$ cat src/rtl/rvv_backend_dispatch_uop_sequencer.sv
// Expands one decoded vector instruction into uop_num_m1+1 uops for the dispatch byte-type generator.
// Single-entry holding register with zero-bubble back-to-back handoff and synchronous trap flush.
module rvv_backend_dispatch_uop_sequencer #(
  parameter int VLEN            = 128,
  parameter int UOP_INDEX_WIDTH = 3,
  parameter int VL_WIDTH        = 8,
  parameter int VSTART_WIDTH    = 7
) (
  input  logic                       clk,
  input  logic                       rst_n,
  input  logic                       flush,
  input  logic                       inst_valid,
  output logic                       inst_ready,
  input  logic [UOP_INDEX_WIDTH-1:0] inst_uop_num_m1,
  input  logic [VL_WIDTH-1:0]        inst_vl,
  input  logic [VSTART_WIDTH-1:0]    inst_vstart,
  input  logic [1:0]                 inst_vs1_eew,
  input  logic [1:0]                 inst_vs2_eew,
  input  logic [1:0]                 inst_vd_eew,
  input  logic                       inst_vm,
  input  logic                       inst_ignore_vma,
  input  logic                       inst_ignore_vta,
  input  logic [VLEN-1:0]            inst_v0,
  output logic                       uop_valid,
  input  logic                       uop_ready,
  output logic [UOP_INDEX_WIDTH-1:0] uop_index,
  output logic                       uop_last,
  output logic [1:0]                 uop_eew_max,
  output logic [VL_WIDTH-1:0]        uop_vl,
  output logic [VSTART_WIDTH-1:0]    uop_vstart,
  output logic [1:0]                 uop_vs1_eew,
  output logic [1:0]                 uop_vs2_eew,
  output logic [1:0]                 uop_vd_eew,
  output logic                       uop_vm,
  output logic                       uop_ignore_vma,
  output logic                       uop_ignore_vta,
  output logic [VLEN-1:0]            uop_v0,
  output logic                       inst_err
);

  typedef enum logic [0:0] {IDLE = 1'b0, ISSUE = 1'b1} state_e;

  // Illegal: reserved EEW encoding, or a 1:4 narrowing of an EEW32 source into an EEW8 destination.
  function automatic logic eew_legal(input logic [1:0] vs1, input logic [1:0] vs2, input logic [1:0] vd);
    logic legal;
    if (vs1 == 2'd3 || vs2 == 2'd3 || vd == 2'd3) begin
      legal = 1'b0;
    end else if (vd == 2'd0 && (vs1 == 2'd2 || vs2 == 2'd2)) begin
      legal = 1'b0;
    end else begin
      legal = 1'b1;
    end
    return legal;
  endfunction

  function automatic logic [1:0] eew_widest(input logic [1:0] vs1, input logic [1:0] vs2, input logic [1:0] vd);
    logic [1:0] widest;
    if (vs1 == 2'd2 || vs2 == 2'd2 || vd == 2'd2) begin
      widest = 2'd2;
    end else if (vs1 == 2'd1 || vs2 == 2'd1 || vd == 2'd1) begin
      widest = 2'd1;
    end else begin
      widest = 2'd0;
    end
    return widest;
  endfunction

  state_e                     state_r;
  state_e                     state_s;
  logic [UOP_INDEX_WIDTH-1:0] num_m1_r;
  logic [UOP_INDEX_WIDTH-1:0] index_s;
  logic [UOP_INDEX_WIDTH-1:0] idx_inc_s;
  logic                       valid_s;
  logic                       last_s;
  logic                       err_s;
  logic                       load_s;
  logic                       accept_s;
  logic                       consume_s;
  logic                       legal_s;

  assign consume_s  = uop_valid && uop_ready;
  assign inst_ready = !flush && (state_r == IDLE || (consume_s && uop_last));
  assign accept_s   = inst_valid && inst_ready;
  assign legal_s    = eew_legal(inst_vs1_eew, inst_vs2_eew, inst_vd_eew);
  assign idx_inc_s  = uop_index + {{(UOP_INDEX_WIDTH-1){1'b0}}, 1'b1};

  // Next-state and next-output selection; flush outranks accept, which outranks uop advance.
  always_comb begin
    state_s = state_r;
    valid_s = uop_valid;
    index_s = uop_index;
    last_s  = uop_last;
    err_s   = 1'b0;
    load_s  = 1'b0;
    if (flush) begin
      state_s = IDLE;
      valid_s = 1'b0;
      last_s  = 1'b0;
    end else if (accept_s) begin
      if (legal_s) begin
        load_s  = 1'b1;
        state_s = ISSUE;
        valid_s = 1'b1;
        index_s = {UOP_INDEX_WIDTH{1'b0}};
        last_s  = (inst_uop_num_m1 == {UOP_INDEX_WIDTH{1'b0}});
      end else begin
        // Dropped instruction; if it arrived on the last uop the sequencer still drains to idle.
        err_s   = 1'b1;
        state_s = IDLE;
        valid_s = 1'b0;
      end
    end else if (consume_s) begin
      if (uop_last) begin
        state_s = IDLE;
        valid_s = 1'b0;
      end else begin
        index_s = idx_inc_s;
        last_s  = (idx_inc_s == num_m1_r);
      end
    end else begin
      state_s = state_r;
    end
  end

  // Control registers: state, handshake and index.
  always_ff @(posedge clk or negedge rst_n) begin
    if (!rst_n) begin
      state_r   <= IDLE;
      uop_valid <= 1'b0;
      uop_index <= {UOP_INDEX_WIDTH{1'b0}};
      uop_last  <= 1'b0;
      inst_err  <= 1'b0;
    end else begin
      state_r   <= state_s;
      uop_valid <= valid_s;
      uop_index <= index_s;
      uop_last  <= last_s;
      inst_err  <= err_s;
    end
  end

  // Instruction field holding register, loaded only on a legal accept.
  always_ff @(posedge clk or negedge rst_n) begin
    if (!rst_n) begin
      num_m1_r       <= {UOP_INDEX_WIDTH{1'b0}};
      uop_eew_max    <= 2'd0;
      uop_vl         <= {VL_WIDTH{1'b0}};
      uop_vstart     <= {VSTART_WIDTH{1'b0}};
      uop_vs1_eew    <= 2'd0;
      uop_vs2_eew    <= 2'd0;
      uop_vd_eew     <= 2'd0;
      uop_vm         <= 1'b0;
      uop_ignore_vma <= 1'b0;
      uop_ignore_vta <= 1'b0;
      uop_v0         <= {VLEN{1'b0}};
    end else if (load_s) begin
      num_m1_r       <= inst_uop_num_m1;
      uop_eew_max    <= eew_widest(inst_vs1_eew, inst_vs2_eew, inst_vd_eew);
      uop_vl         <= inst_vl;
      uop_vstart     <= inst_vstart;
      uop_vs1_eew    <= inst_vs1_eew;
      uop_vs2_eew    <= inst_vs2_eew;
      uop_vd_eew     <= inst_vd_eew;
      uop_vm         <= inst_vm;
      uop_ignore_vma <= inst_ignore_vma;
      uop_ignore_vta <= inst_ignore_vta;
      uop_v0         <= inst_v0;
    end
  end

endmodule

$ cat config.mk
export PLATFORM = sky130hd
export DESIGN_NAME = rvv_backend_dispatch_uop_sequencer
export DESIGN_NICKNAME = d
export VERILOG_FILES = /design/src/rtl/rvv_backend_dispatch_uop_sequencer.sv
export SDC_FILE = /design/constraint.sdc
export NUM_CORES = 1
export LEC_CHECK = 0
export BUFFER_PORTS_ARGS = -buffer_cell sky130_fd_sc_hd__clkbuf_2
export CAP_MARGIN = 30
export CORE_AREA = 2 2 126 128
export DETAILED_ROUTE_END_ITERATION = 8
export DIE_AREA = 0 0 128 130
export PLACE_DENSITY = 0.84
export SKIP_LAST_GASP = 1
export SYNTH_ARGS = -nofsm -noshare
export SYNTH_HDL_FRONTEND = slang
export SYNTH_SLANG_ARGS = --single-unit
$ cat constraint.sdc
create_clock -name clk -period 2.62 [get_ports clk]
set_input_delay 0.393 -clock clk [delete_from_list [all_inputs] [get_ports clk]]
set_output_delay 0.393 -clock clk [all_outputs]
set_load 0.02 [all_outputs]
==> results by group <==
Synthesis
  – Sequential area share after synthesis: 61.2%
  – Number of instances in the synthesized netlist: 382
  – Main synth FF type: dfrtp_1
  – Syn_area_per_cell: 17.5 µm²
  – Count of flip-flops with a built-in enable after synthesis: 0
  – Nets in the synthesized netlist: 543
  – Share of async-settable or async-resettable flops after synthesis: 100%
  – Total of flip-flops plus latches after synthesis: 163
  – Number of different library cells in the post-synthesis netlist: 30
  – Mapped Area: 6670 µm²
  – Yosys Warn Count: 0

Timing
  – Setup violations, final: 0
  – Final Hold Violating Endpoints: 0
  – Final min period: 1940 ps
  – Worst-case clock skew: 11.6 ps
  – Worst hold slack across all endpoints: 181 ps
  – Worst Slack Setup Final: 675 ps
  – Final worst-path cycle share: 74.2%
  – RSZ-0062 raised after global routing: false
  – Slew Limit Headroom: 63.5%
  – Max Fclk: 0.514 GHz
  – Slew at the pin closest to its max-slew limit: 542 ps
  – Final max-slew violation count: 0
  – Total Negative Setup Slacks: 0 ps

Clock tree
  – Clock latency reported for the late side of the worst-skew pair: 430 ps
  – Post-CTS clock slew at the launch and capture registers of the worst setup and hold paths: 60 ps
  – Number of sinks handled by clock tree synthesis: 163
  – Clock tree from TritonCTS: yes
  – Library cell used as clock root buffer: clkbuf_16
  – Post-CTS setup buffer count: 0
  – Max Root-Sink Buffers: 2
  – Post_cts resized: 0
  – Number of buffers added by the clock tree synthesis step: 17
  – Cts hold-fix bufs: 1
  – Total number of H-tree levels: 4

Finish
  – Fill cell count: 1,230
  – Fraction of final layout cells sized beyond drive strength 1: 67.0%
  – Area overhead of the layout relative to synthesis: 35.0%
  – Area occupied by multi-input gates: 2380 µm²
  – FF+latch area: 4080 µm²
  – Post-route cell area: 9000 µm²
  – Antenna diode instance count: 0
  – Number of nets at the end of the flow: 872

Placed design
  – Number of buffer cells added on primary ports: 320
  – Post-place instance area: 8450 µm²
  – Post-Place Setup Slack: 528 ps
  – HPWL after detailed placement: 11.2 mm
  – Routability-driven placement congestion ratio: 0.750

Global routing
  – Antenna violations before repair: 0
  – Global-route wire length before repair: 22.9 mm
  – Number of global-route vias before repair: 4,535
  – Combined global-route utilization of all metal layers: 17.7%
  – Largest net degree at the start of global routing: 68
  – Congestion Overflow GR: 0

Setup path
  – Endpoint kind of the worst setup timing path: flip-flop
  – Total buffers and inverters traversed by the critical path: 1
  – Critical Path Slowest Stage Cell: dfrtp_1
  – Required @ worst endpoint: 2920 ps
  – Worst setup path category: reg2reg
  – Maximum fanout count along the critical path: 67
  – Category of cells accounting for the largest share of critical-path delay: flip-flops
  – Ordered cell list for the critical path: nand2_1 > a211o_1 > nand4b_4 > buf_12 > mux2_4
  – Largest stage delay on the critical path: 390 ps
  – Nature of the critical path startpoint: flip-flop
  – Data arrival time of the critical path: 2250 ps

Routing
  – Iteration-0 DRC count of the detailed router: 131
  – Number of iterations in the first detailed-routing pass: 6
  – Vias post-DR: 4,355
  – Detailed-route wire length: 15.1 mm
  – Sum of met2 wire segment lengths after detailed routing: 7.60 mm
  – Post-route DRC violation count: 0
  – Total met3 wirelength after detailed routing: 1.19 mm
  – Via density per instance: 4.75
  – WL per Instance: 16.5 µm
  – Top metal layer carrying routed signals: met4
  – Met1 layer wirelength in the final routing: 5.96 mm
  – Post-DRT Antenna Nets: 0

Pwr
  – Clk network pwr share: 27.4%
  – Int Power: 5.57 mW
  – Sequential cell fraction of total power: 42.0%
  – Peak supply drop: 0.406 mV
  – Part of the power in combinational logic: 30.6%
  – Total Power: 8.36 mW
  – Total power density per cell area: 929 nW/µm²
  – Net switching component of the power: 2.78 mW
  – Switch share: 33.3%
  – LEAKAGE: 4.93 nW

Floorplan
  – Floorplan row count: 46
  – Die H: 130 µm
  – Full die area: 16,600 µm²
  – Core area: 15,400 µm²
  – Top-Level Pins: 321
  – Initial core utilization: 43.2%
  – Floorplan die width: 128 µm

Run status
  – Outcome: completed

Job
  – Max-cap check violation count: 0

Hold path
  – Path type of the worst min-delay path: in2reg
## cell families (layout without fill, tap and decap cells)
logic type / Yosys count / in the layout / synth area share, %
xor+xnor: 4 / 4 / 0.526
buf+inv: 23 / 365 / 3.04
compound gates: 15 / 15 / 1.50
simple gates: 21 / 21 / 1.78
fa+ha+maj: 1 / 1 / 0.188
flops: 163 / 163 / 61.2
mux: 155 / 155 / 31.8
## flip-flops by register name, summed over array words and instances, names as in the netlist, 2 cells and up
signal,flops
uop_vstart,7
uop_index,3
num_m1_r,3
uop_eew_max,2
uop_vd_eew,2
uop_vl,8
uop_v0,128
uop_vs2_eew,2
uop_vs1_eew,2
## layer usage
| layer | global-route usage, % | vias to the layer above |
|---|---|---|
| li1 | - | 2009 |
| met1 | 20.6 | 2122 |
| met2 | 29.8 | 199 |
| met3 | 6.07 | 25 |
| met4 | 8.14 | 0 |
| met5 | 0 | - |
## cell type report
class	instances	share of cell area (%)
clock buffers	19	4.92
clock inverters	13	1.11
inverters	5	0.209
multi-input cells	196	26.5
flip-flops and latches	163	45.3
well taps	192	2.67
repair buffers	328	19.3
## Yosys cell counts, types with 2 or more instances
| master | instances | area, µm² |
|---|---|---|
| dfrtp_1 | 163 | 4080 |
| xor2_1 | 2 | 17.5 |
| mux2i_1 | 2 | 20.0 |
| buf_2 | 3 | 15.0 |
| inv_1 | 5 | 18.8 |
| o21ai_0 | 6 | 30.0 |
| xnor2_1 | 2 | 17.5 |
| mux2_2 | 25 | 282 |
| a21oi_1 | 2 | 10.0 |
| mux2_4 | 100 | 1500 |
| mux2_1 | 28 | 315 |
| nor2_1 | 2 | 7.51 |
| nand2_1 | 11 | 41.3 |
| buf_6 | 15 | 169 |
## power by group through the flow
| stage | sequential [mW] | clock [mW] | combinational, mW |
|---|---|---|---|
| after floorplan | 4.26 | 0 | 0.864 |
| after global placement | 3.51 | 0 | 2.53 |
| after detailed placement | 3.54 | 0 | 2.59 |
| after CTS | 3.51 | 2.37 | 2.59 |
| after global routing | 3.59 | 2.45 | 2.72 |
| final | 3.51 | 2.29 | 2.56 |
## layout by cell type, fill, tap and decap left out, types with 2 or more instances in the layout
| master | count |
|---|---|
| clkbuf_2 | 319 |
| dfrtp_1 | 163 |
| mux2_4 | 100 |
| mux2_1 | 28 |
| mux2_2 | 25 |
| clkbuf_16 | 17 |
| nand2_1 | 11 |
| o21ai_0 | 6 |
| inv_1 | 5 |
| clkinvlp_4 | 5 |
| buf_12 | 5 |
| inv_6 | 4 |
| a21oi_1 | 2 |
| nor2_1 | 2 |
| mux2i_1 | 2 |
| xor2_1 | 2 |
| xnor2_1 | 2 |
| clkinv_4 | 2 |
| clkinv_2 | 2 |
| buf_4 | 2 |
## through the flow
step | std cells | util, %
6_report | 916 | 58.3
5_1_grt | 916 | 58.3
4_1_cts | 916 | 58.3
3_5_place_dp | 883 | 54.8
3_3_place_gp | 883 | 54.8
2_1_floorplan | 382 | -
## worst paths after layout
path	from	to	slack (ps)	cells past startpoint
hold / removal	inst_v0[63]	uop_v0[63]	180	2
max in group asynchronous	rst_n	uop_index[0]	1370	3
setup / recovery	uop_last	uop_v0[39]	680	5
setup reg to reg	uop_last	uop_v0[39]	680	5
min in group asynchronous	rst_n	uop_v0[54]	520	2
hold reg to reg	uop_eew_max[0]	uop_eew_max[0]	480	2
Power figures use the tool's default switching activity.
